<file path="src/rtl/legv8_pkg.sv">
// Shared LEGv8 register-file constants and the write-back entry format.
package legv8_pkg;

   localparam int ADDR_W = 5;
   localparam int DATA_W = 64;
   localparam int NREG   = 1 << ADDR_W;
   localparam logic [ADDR_W-1:0] XZR = 5'd31;

   typedef struct packed {
      logic [ADDR_W-1:0] rd;
      logic [DATA_W-1:0] data;
   } wb_entry_t;

endpackage

</file>
<file path="src/rtl/wb_fifo.sv">
// In-order write-back queue: two ordered push ports, one pop, plus a vector of
// destinations that still have a queued entry behind the current head.
module wb_fifo
   import legv8_pkg::*;
#(
   parameter int DEPTH = 4,
   parameter int PW    = $clog2(DEPTH),
   parameter int CW    = $clog2(DEPTH + 1)
) (
   input  logic            clk,
   input  logic            reset,
   input  logic            i_push0,
   input  wb_entry_t       i_entry0,
   input  logic            i_push1,
   input  wb_entry_t       i_entry1,
   input  logic            i_pop,
   output wb_entry_t       o_head,
   output logic [CW-1:0]   o_count,
   output logic [NREG-1:0] o_younger
);

   wb_entry_t     r_mem [DEPTH];
   logic [PW-1:0] r_wr_ptr;
   logic [PW-1:0] r_rd_ptr;
   logic [CW-1:0] r_count;
   logic [PW-1:0] w_slot1;

   // Port 0 always lands first, so port 1 takes the following slot when both push.
   assign w_slot1 = i_push0 ? (r_wr_ptr + PW'(1)) : r_wr_ptr;

   always_ff @(posedge clk) begin
      if (reset) begin
         r_wr_ptr <= '0;
         r_rd_ptr <= '0;
         r_count  <= '0;
      end else begin
         r_wr_ptr <= r_wr_ptr + PW'(i_push0) + PW'(i_push1);
         r_rd_ptr <= r_rd_ptr + PW'(i_pop);
         r_count  <= r_count + CW'(i_push0) + CW'(i_push1) - CW'(i_pop);
      end
   end

   always_ff @(posedge clk) begin
      if (i_push0) r_mem[r_wr_ptr] <= i_entry0;
      if (i_push1) r_mem[w_slot1]  <= i_entry1;
   end

   always_comb begin
      logic [PW-1:0] w_idx;
      w_idx     = '0;
      o_younger = '0;
      for (int i = 1; i < DEPTH; i++) begin
         w_idx = r_rd_ptr + PW'(i);
         if (CW'(i) < r_count) o_younger[r_mem[w_idx].rd] = 1'b1;
      end
   end

   assign o_head  = r_mem[r_rd_ptr];
   assign o_count = r_count;

endmodule

</file>
<file path="src/rtl/regfile_writeback_unit.sv">
// Write-side front end of the LEGv8 register file: merges load and ALU results
// in order, drives the single write port and tracks pending destinations.
module regfile_writeback_unit
   import legv8_pkg::*;
#(
   parameter int                DEPTH    = 4,
   parameter logic [ADDR_W-1:0] ZERO_REG = XZR
) (
   input  logic              clk,
   input  logic              reset,
   input  logic              issue_valid,
   input  logic [ADDR_W-1:0] issue_rd,
   input  logic              mem_valid,
   output logic              mem_ready,
   input  logic [ADDR_W-1:0] mem_rd,
   input  logic [DATA_W-1:0] mem_data,
   input  logic              alu_valid,
   output logic              alu_ready,
   input  logic [ADDR_W-1:0] alu_rd,
   input  logic [DATA_W-1:0] alu_data,
   output logic              rf_write_en,
   output logic [ADDR_W-1:0] rf_write_add,
   output logic [DATA_W-1:0] rf_write_data,
   output logic [NREG-1:0]   busy
);

   localparam int CW = $clog2(DEPTH + 1);

   logic              r_wr_en;
   logic [ADDR_W-1:0] r_wr_add;
   logic [DATA_W-1:0] r_wr_data;
   logic [NREG-1:0]   r_busy;

   logic [CW-1:0]     w_count;
   logic [NREG-1:0]   w_younger;
   wb_entry_t         w_head;
   wb_entry_t         w_mem_entry;
   wb_entry_t         w_alu_entry;
   logic              w_mem_acc;
   logic              w_alu_acc;
   logic              w_mem_push;
   logic              w_alu_push;
   logic              w_pop;
   logic              w_clr;
   logic [NREG-1:0]   w_busy_next;

   // Handshake: a result transfers on a cycle where valid & ready are both high.
   // Ready depends only on the registered occupancy, never on valid, so there is
   // no combinational path from a producer's valid back to its ready.
   assign mem_ready = (w_count <= CW'(DEPTH - 1));
   assign alu_ready = (w_count <= CW'(DEPTH - 2));

   assign w_mem_acc  = mem_valid & mem_ready;
   assign w_alu_acc  = alu_valid & alu_ready;
   assign w_mem_push = w_mem_acc & (mem_rd != ZERO_REG);
   assign w_alu_push = w_alu_acc & (alu_rd != ZERO_REG);
   assign w_pop      = (w_count != '0);

   assign w_mem_entry = '{rd: mem_rd, data: mem_data};
   assign w_alu_entry = '{rd: alu_rd, data: alu_data};

   wb_fifo #(.DEPTH(DEPTH)) u_fifo (
      .clk       (clk),
      .reset     (reset),
      .i_push0   (w_mem_push),
      .i_entry0  (w_mem_entry),
      .i_push1   (w_alu_push),
      .i_entry1  (w_alu_entry),
      .i_pop     (w_pop),
      .o_head    (w_head),
      .o_count   (w_count),
      .o_younger (w_younger)
   );

   // The popped rd stays busy if another write to it is queued or entering now.
   assign w_clr = w_pop && !w_younger[w_head.rd]
                  && !(w_mem_push && (mem_rd == w_head.rd))
                  && !(w_alu_push && (alu_rd == w_head.rd));

   always_comb begin
      w_busy_next = r_busy;
      if (w_clr) w_busy_next[w_head.rd] = 1'b0;
      if (issue_valid && (issue_rd != ZERO_REG)) w_busy_next[issue_rd] = 1'b1;
      w_busy_next[ZERO_REG] = 1'b0;
   end

   always_ff @(posedge clk) begin
      if (reset) begin
         r_wr_en   <= 1'b0;
         r_wr_add  <= '0;
         r_wr_data <= '0;
         r_busy    <= '0;
      end else begin
         r_wr_en <= w_pop;
         if (w_pop) begin
            r_wr_add  <= w_head.rd;
            r_wr_data <= w_head.data;
         end
         r_busy <= w_busy_next;
      end
   end

   assign rf_write_en   = r_wr_en;
   assign rf_write_add  = r_wr_add;
   assign rf_write_data = r_wr_data;
   assign busy          = r_busy;

endmodule

</file>
<file path="config.mk">
export PLATFORM = sky130hd
export DESIGN_NAME = regfile_writeback_unit
export DESIGN_NICKNAME = d
export VERILOG_FILES = /design/src/rtl/legv8_pkg.sv /design/src/rtl/wb_fifo.sv /design/src/rtl/regfile_writeback_unit.sv
export SDC_FILE = /design/constraint.sdc
export NUM_CORES = 1
export LEC_CHECK = 0
export ABC_CLOCK_PERIOD_IN_PS = 9800
export BUFFER_PORTS_ARGS = -buffer_cell sky130_fd_sc_hd__buf_4
export CAP_MARGIN = 40
export CORE_UTILIZATION = 35
export CTS_CLUSTER_SIZE = 28
export DETAILED_ROUTE_END_ITERATION = 10
export GPL_TIMING_DRIVEN = 0
export MAX_ROUTING_LAYER = met4
export PLACE_DENSITY = 0.51
export SLEW_MARGIN = 5
export SYNTH_ARGS = -nofsm -noshare
export SYNTH_HDL_FRONTEND = slang
export SYNTH_SLANG_ARGS = --single-unit
</file>
<file path="constraint.sdc">
create_clock -name clk -period 9.8 [get_ports clk]
set_input_delay 0.98 -clock clk [delete_from_list [all_inputs] [get_ports clk]]
set_output_delay 0.98 -clock clk [all_outputs]
set_load 0.05 [all_outputs]
</file>
# == After elaboration in Yosys (flattened, before gate mapping) ==
# Memory sizes are Yosys's and may differ from the RTL's. A register that Yosys moved wholly into a read port is not among the register bits.
# Cells that the tools add are included.
# word_totals
regBits,108
ramBits,276
out_inout_bits,104
mem_count,1
# classes
addsub,10
n_lt_le_gt_ge,15
eq_ne,5
mux,23
n_bitwise,9
n_reduce_logical,15
# memory_table
memory,depth,word_bits,rd,rd_clocked_by_memory_dff,write_ports,line_no,rtl
u_fifo.r_mem,4,69,4,1,2,wb_fifo.sv:22,wb_entry_t r_mem [DEPTH];
# ops
cell,n
$mux W32,3
$or A32 B32 Y32,2
$mux W31,2
$and A31 B31 Y31,1
$not A31 Y31,1
$or A31 B31 Y31,1
$lt A5 B6 Y1 const B,5
$demux W1 S5,5
$ge A5 B1 Y1 const B,5
$ne A5 B5 Y1 const B,3
$logic_and A1 B1 Y1,11
$eq A5 B5 Y1,2
$mux W1,10
$add A2 B1 Y2,3
$add A3 B1 Y3,2
$le A3 B2 Y1 const B,2
$lt A2 B3 Y1 const A,2
$bmux W1 S5,1
$add A2 B1 Y2 const B,2
$add A2 B2 Y2 const B,2
$and A1 B1 Y1,4
$mux W2,2
$logic_not A1 Y1,3
$lt A1 B3 Y1 const A,1
other kinds (2),2

# == Logic depth before layout (Yosys ltp) ==
# Gate-level depths: netlist of the first run.
# An unclocked memory read counts as a cell.
# logic_depth
depth_word,20
ltp_mapped,13

# == Hierarchy ==
# Synthesis of the first run repeated with hierarchy kept, for this count alone.
# unflattened
cells_unflattened,1429
hier_area_um2,19313.5
# by_module_without_submodules
mod,instances,cells_each,area_each_um2,seq_area_each_um2
wb_fifo,1,875,14916.8,8428.1
regfile_writeback_unit,1,554,4396.7,2021.9

# == Worst setup path after synthesis of the first run ==
# OpenSTA, ideal clock, no wires.
# synth_path
path_kind,in2reg
start,in mem_rd[2]
end,"mem u_fifo.r_mem[2][0] in the netlist's numbering, enable pin"
setup_ns,0.429
arrival_time_ns,4.011
setup_slack_ns,5.361
stages,10
path_buffers,2
cell_sequence,and3_1 nand3_1 nand3_1 clkinv_1 nor3_1 a31oi_1 or2_2 clkbuf_1 clkbuf_1 nand2_1
# synth_rtl
element,line_no,rtl
"start, declared",regfile_writeback_unit.sv:15,"input logic [ADDR_W-1:0] mem_rd,"
"end, declared",wb_fifo.sv:22,

==> results of run 1 <==
## metrics by stage
step	worst slack (ns)	instance area [um^2]	cells	total power [mW]
2_1_floorplan	5.36	19400	1446	5.07
3_3_place_gp	2.19	22200	2434	6.32
3_5_place_dp	4.59	22600	2459	6.39
4_1_cts	4.91	24000	2538	8.05
5_1_grt	4.68	24100	2551	8.37
6_report	4.94	24100	2551	7.98
## worst min-delay path by stage
stage                         end  cells after the start
5_1_grt         rf_write_data[50]                      2
3_3_place_gp    rf_write_data[60]                      2
6_report        rf_write_data[59]                      2
3_5_place_dp    rf_write_data[59]                      2
4_1_cts         rf_write_data[59]                      2
2_1_floorplan  u_fifo.r_wr_ptr[1]                      2
## cells by family (layout without fill, tap and decap cells)
kind of cell	count (synthesis)	after routing	share of synthesized area
flip-flops	384	384	0.538
AO/OA/AOI/OAI	182	182	0.0609
other	1	14	0.000193
adder cells (fa/ha/maj)	11	11	0.00825
multiplexers	369	369	0.265
buffers and inverters	114	467	0.0243
AND/OR/NAND/NOR	369	369	0.0963
XOR/XNOR	16	16	0.00721
## area by class of cell
class                   count  share of cell area
clock inverters            17             0.00827
diodes                     13             0.00135
repair buffers            274              0.0923
plain buffers              95              0.0166
clock buffers              62              0.0502
well taps                 739              0.0384
multi-input cells         948               0.356
inverters                  19             0.00296
flip-flops and latches    384               0.434
## sequential cells by signal, summed over array words and instances (netlist names)
register         flops
busy                31
rf_write_add         5
rf_write_data       64
rf_write_en          1
u_fifo.o_count       3
u_fifo.r_mem       276
u_fifo.r_rd_ptr      2
u_fifo.r_wr_ptr      2
## metal layers
metal | up-vias | wire length, um | global-route usage
li1 | 6276 | - | -
met1 | 6751 | 25900 | 0.275
met2 | 442 | 29000 | 0.355
met3 | 93 | 4230 | 0.0532
met4 | 0 | 1240 | 0.0567
met5 | - | 0 | -
## power breakdown
group	internal (mW)	switching, mW
registers	2.39	0.210
clock network	0.944	0.689
logic	1.39	2.36
total	4.72	3.26
## cell usage after synthesis (all sizes together), types with 8 or more instances
cell	count	share of area
xnor2	10	0.0045
nand2b	13	0.0042
nor2	35	0.0068
or4	13	0.0050
clkbuf	73	0.014
nor3b	9	0.0035
mux2	279	0.16
nor2b	15	0.0048
a21oi	86	0.022
a22oi	17	0.0066
nand3	9	0.0026
buf	22	0.0064
dfxtp	108	0.11
nor3	19	0.0049
o21ai	11	0.0028
a31oi	10	0.0032
nand2	185	0.036
ha	8	0.0052
nor4	12	0.0050
edfxtp	276	0.43
mux4	86	0.10
a32o	15	0.0077
inv	18	0.0035
## worst register-to-register path: cells and delay by family, from the launching register on
family                 cells  cell delay [ns]
AOI/OAI and AO/OA          1             0.30
DFF                        1             0.30
buffers and inverters      6             2.77
and+or+nand+nor            3             1.20
==> results.cfg, run 1 <==
[run_status]
status = completed

[worst_setup_path]
type_of_destination_of_the_critical_path = flop
worst-path-max-fanout = 36
critPathMostFrequentCell = sky130_fd_sc_hd__clkbuf_1
register_to_register_path_depth = 10
r2r_slack_ns = 4.94
critical_path_buf_inv_count = 6
critical_path.max_stage_delay_ns = 0.75
cp_top_family = buffers and inverters
instance_count_on_the_critical_path = 10
critical_path_class = flop to flop
worst_setup_path_startpoint = u_fifo.o_count[2]
cp.arrival_ns = 5.17
timing.critical_path.required_ns = 10.10
setup.worst_path.start_class = flop
r2r_end = u_fifo.r_mem[2][53]
timing.critical_path.to = u_fifo.r_mem[2][53]
ordered_list_of_cells_on_the_worst_path = clkbuf_1, inv_1, nand3_1, clkinv_1, a31oi_1, or2_2, clkbuf_1, clkbuf_1, nand2_4, buf_16
crit-reg2reg-launch = u_fifo.o_count[2]
cell_type_of_the_slowest_stage_on_the_worst_timing_path = sky130_fd_sc_hd__clkbuf_1

[yosys]
syn-num-nets = 1605
synthFlopType = sky130_fd_sc_hd__edfxtp_1
register_bit_total_from_synthesis = 384
synth-seq-area-share = 0.538
yosys_warnings = 0
synth.cell_area_um2 = 19400
syn-instance-count = 1446
async_flop_share = 0
synth-edff-count = 276
syn-mean-instance-area_um2 = 13.4
yosysUniqueCellTypes = 76

[cells_and_area]
layout.core_utilization = 0.443
fillCellCount = 5116
syn_to_final_growth_pct = 23.9
mostFrequentLayoutCell = sky130_fd_sc_hd__mux2_2
layout.cells.most_common_list = sky130_fd_sc_hd__mux2_2, sky130_fd_sc_hd__edfxtp_1, sky130_fd_sc_hd__buf_4
drive_above_1_share = 0.405
multiInputGateArea_um2 = 8560
seqCellArea_um2 = 10500
layout.nets = 1925

[place]
place.detailed.hpwl_um = 42300
placement.io_buffers = 249
globalplace.congestion = 0.911

[timing]
finalHoldViolCount = 0
fin_worst_hold_slack_ns = 0.453
highest_achievable_clock_rate_mhz = 206
maxSlewViolCount = 0
timing.max_slew.rel_slack = 0.369
final.period_utilization = 0.496
rsz0062_at_grt = false
fin_crit_ns = 4.86
timing.setup.tns_ns = 0
final-setup-viol-count = 0
finalClockSkew_ns = 0.0187
worst-slew-pin-transition_ns = 0.944

[hold_path]
hold_class = flop to flop
min-delay-start = rf_write_data[59]

[floorplan]
coreArea_um2 = 54300
design.portCount = 252
floorplan.die_area_um2 = 56400
dieHeight_um = 238
die_x_um = 238
core.rowCount = 85
floorplan.initialDensity = 0.357

[global_route]
track_usage = 0.220
first_pass_grt_wire_length_um = 89300
maximum_number_of_pins_on_one_net_before_global_route_repair = 37
via_count_of_the_first_global_routing_pass = 13864
number_of_antenna_violations_at_the_first_check_in_global_routing = 13
globalRoute.totalOverflow = 0

[run]
drv_cap = 0

[cts]
post_cts_setup_inserts = 0
clock_insertion_delay_worst_skew_ns = 0.59
clock_net_sink_count = 384
tritoncts = built
cts-root-buf = sky130_fd_sc_hd__clkbuf_16
holdBufCountCts = 0
reg_clk_slew_reported_paths_ns = 0.06
clockBufferDepth = 3
htreeDepth = 2
postcts_resize_cnt = 0
tritoncts.num_buffers = 44

[power]
cellPowerDensity_nw_per_um2 = 331
total_leakage_power_nw = 8.41
ir_drop_mv = 0.183

[drt]
route.detailed.vias_per_inst = 5.32
first_iter_violations = 1110
final_antenna_net_count = 0
drc = 0
wl_um = 60400
routedWlPerCell_um = 23.7
vias = 13562
drt_first_pass_iters = 7
No activity file was read; power rests on OpenSTA's default activity.
==> inputs of run 2 (changes only) <==
--- a/config.mk
+++ b/config.mk
@@ -5,7 +5,7 @@
 export SDC_FILE = /design/constraint.sdc
 export NUM_CORES = 1
 export LEC_CHECK = 0
-export ABC_CLOCK_PERIOD_IN_PS = 9800
+export ABC_CLOCK_PERIOD_IN_PS = 4500
 export BUFFER_PORTS_ARGS = -buffer_cell sky130_fd_sc_hd__buf_4
 export CAP_MARGIN = 40
 export CORE_UTILIZATION = 35
==> constraint.sdc (replaced) <==
create_clock -name clk -period 4.5 [get_ports clk]
set_input_delay 0.45 -clock clk [delete_from_list [all_inputs] [get_ports clk]]
set_output_delay 0.45 -clock clk [all_outputs]
set_load 0.05 [all_outputs]
==> results.cfg, run 2 (same netlist as run 1, synthesis figures left out) <==
[run_status]
status = completed

[drt]
route.detailed.vias_per_inst = 5.33
final_antenna_net_count = 0
routedWlPerCell_um = 23.7
drt_first_pass_iters = 6
vias = 13607
drc = 0
wl_um = 60500
first_iter_violations = 1104

[place]
globalplace.congestion = 0.911
placement.io_buffers = 249
place.detailed.hpwl_um = 42300

[worst_setup_path]
timing.critical_path.required_ns = 4.76
critical_path_class = flop to flop
worst-path-max-fanout = 36
cp.arrival_ns = 4.50
type_of_destination_of_the_critical_path = flop
setup.worst_path.start_class = flop
crit-reg2reg-launch = u_fifo.o_count[2]
worst_setup_path_startpoint = u_fifo.o_count[2]

[floorplan]
floorplan.initialDensity = 0.357
dieHeight_um = 238
design.portCount = 252
coreArea_um2 = 54300
die_x_um = 238
core.rowCount = 85
floorplan.die_area_um2 = 56400

[global_route]
first_pass_grt_wire_length_um = 89300
number_of_antenna_violations_at_the_first_check_in_global_routing = 13
maximum_number_of_pins_on_one_net_before_global_route_repair = 37
globalRoute.totalOverflow = 0
track_usage = 0.220
via_count_of_the_first_global_routing_pass = 13868

[hold_path]
hold_class = input port to flop
min-delay-start = mem_data[25]

[cts]
post_cts_setup_inserts = 0
clockBufferDepth = 3
tritoncts.num_buffers = 44
clock_insertion_delay_worst_skew_ns = 0.59
clock_net_sink_count = 384
htreeDepth = 2
tritoncts = built
cts-root-buf = sky130_fd_sc_hd__clkbuf_16
holdBufCountCts = 0
reg_clk_slew_reported_paths_ns = 0.06

[timing]
timing.max_slew.rel_slack = 0.368
highest_achievable_clock_rate_mhz = 236
finalHoldViolCount = 0
fin_crit_ns = 4.24
fin_worst_hold_slack_ns = 0.188
rsz0062_at_grt = false
maxSlewViolCount = 0
finalClockSkew_ns = 0.0191
final.period_utilization = 0.942
worst-slew-pin-transition_ns = 0.947
final-setup-viol-count = 0

[power]
netsw_mw = 7.09
power.clock.fraction = 0.205
ir_drop_mv = 0.378
total_leakage_power_nw = 8.42
cellPowerDensity_nw_per_um2 = 721
seq_power_share = 0.326
power_frac_comb = 0.469
power.switching_fraction = 0.408
p_int_mw = 10.3

[cells_and_area]
layout.cells.most_common_list = sky130_fd_sc_hd__mux2_2, sky130_fd_sc_hd__edfxtp_1, sky130_fd_sc_hd__buf_4
drive_above_1_share = 0.407
mostFrequentLayoutCell = sky130_fd_sc_hd__mux2_2
layout.core_utilization = 0.443
fillCellCount = 5115
largest-register = u_fifo.r_mem
flip_flop_count_of_the_largest_register_after_layout = 276
syn_to_final_growth_pct = 24.0
layout.nets = 1925

[run]
drv_cap = 0
## run 2: cell types whose count changed in the layout (fill, tap and decap cells not counted)
cell / change
sky130_fd_sc_hd__clkinvlp_4: +1
sky130_fd_sc_hd__clkinv_1: -1
sky130_fd_sc_hd__clkbuf_2: +3
sky130_fd_sc_hd__nor2_2: +1
sky130_fd_sc_hd__nand2_4: -1
sky130_fd_sc_hd__nor2_1: -1
sky130_fd_sc_hd__nand2_8: +1
sky130_fd_sc_hd__clkbuf_1: -3
## run 2: final timing paths
path | endpoint | slack (ns) | cells after the start
worst min register to register | rf_write_data[59] | 0.45 | 2
worst min-delay path | u_fifo.r_mem[2][25] | 0.19 | 2
worst max register to register | u_fifo.r_mem[2][53] | 0.26 | 11
worst max-delay path | u_fifo.r_mem[2][53] | 0.26 | 11
## run 2: per-layer routing
layer / GRT usage / vias to the layer above / routed length, um
li1: - / 6287 / -
met1: 0.275 / 6790 / 25900
met2: 0.355 / 438 / 28900
met3: 0.0532 / 92 / 4400
met4: 0.0567 / 0 / 1250
met5: - / - / 0
## run 2: critical path: stages, from the launching register on
cell and delay (ns):
sky130_fd_sc_hd__dfxtp_1 0.30, sky130_fd_sc_hd__clkbuf_1 0.37, sky130_fd_sc_hd__inv_1 0.27, sky130_fd_sc_hd__nand3_1 0.49, sky130_fd_sc_hd__clkinvlp_4 0.44, sky130_fd_sc_hd__nor3_1 0.26
sky130_fd_sc_hd__a31oi_1 0.06, sky130_fd_sc_hd__or2_2 0.28, sky130_fd_sc_hd__clkbuf_1 0.28, sky130_fd_sc_hd__clkbuf_2 0.42, sky130_fd_sc_hd__nand2_8 0.41, sky130_fd_sc_hd__buf_16 0.30
## run 2: cell type report
class	instances	area (um^2)	area share
inverter	19	75.1	0.00312
antenna	13	32.5	0.00135
multi-input combinational	948	8570	0.356
timing repair buffer	274	2220	0.0922
tap	739	925	0.0384
sequential	384	10500	0.434
clock inverter	17	199	0.00826
buffer	95	404	0.0168
clock buffer	62	1210	0.0502
## run 2: what timing repair did
item | in CTS | in global routing
gates resized for setup | 4 | 2
cloned | 0 | 0
endpoints found under the setup margin | 140 | 71
## run 2: power by group through the flow
stage / Clock [mW] / Sequential [mW] / Combinational, mW
3_3_place_gp: 0 / 5.84 / 7.90
4_1_cts: 3.64 / 5.67 / 8.22
3_5_place_dp: 0 / 5.74 / 8.19
5_1_grt: 3.77 / 5.77 / 8.70
2_1_floorplan: 0 / 6.74 / 4.29
6_report: 3.56 / 5.66 / 8.16
## run 2: through the flow
stage               setup TNS (ns)  total power, mW  setup WS, ns  instance area (um^2)  std cells
floorplan                        0             11.0         0.339                 19400       1446
global placement           -800.69             13.7         -3.11                 22200       2434
detailed placement          -25.40             13.9        -0.387                 22600       2459
CTS                              0             17.5        0.0159                 24000       2538
global route                     0             18.2        0.0312                 24100       2551
finish                           0             17.4         0.263                 24100       2551
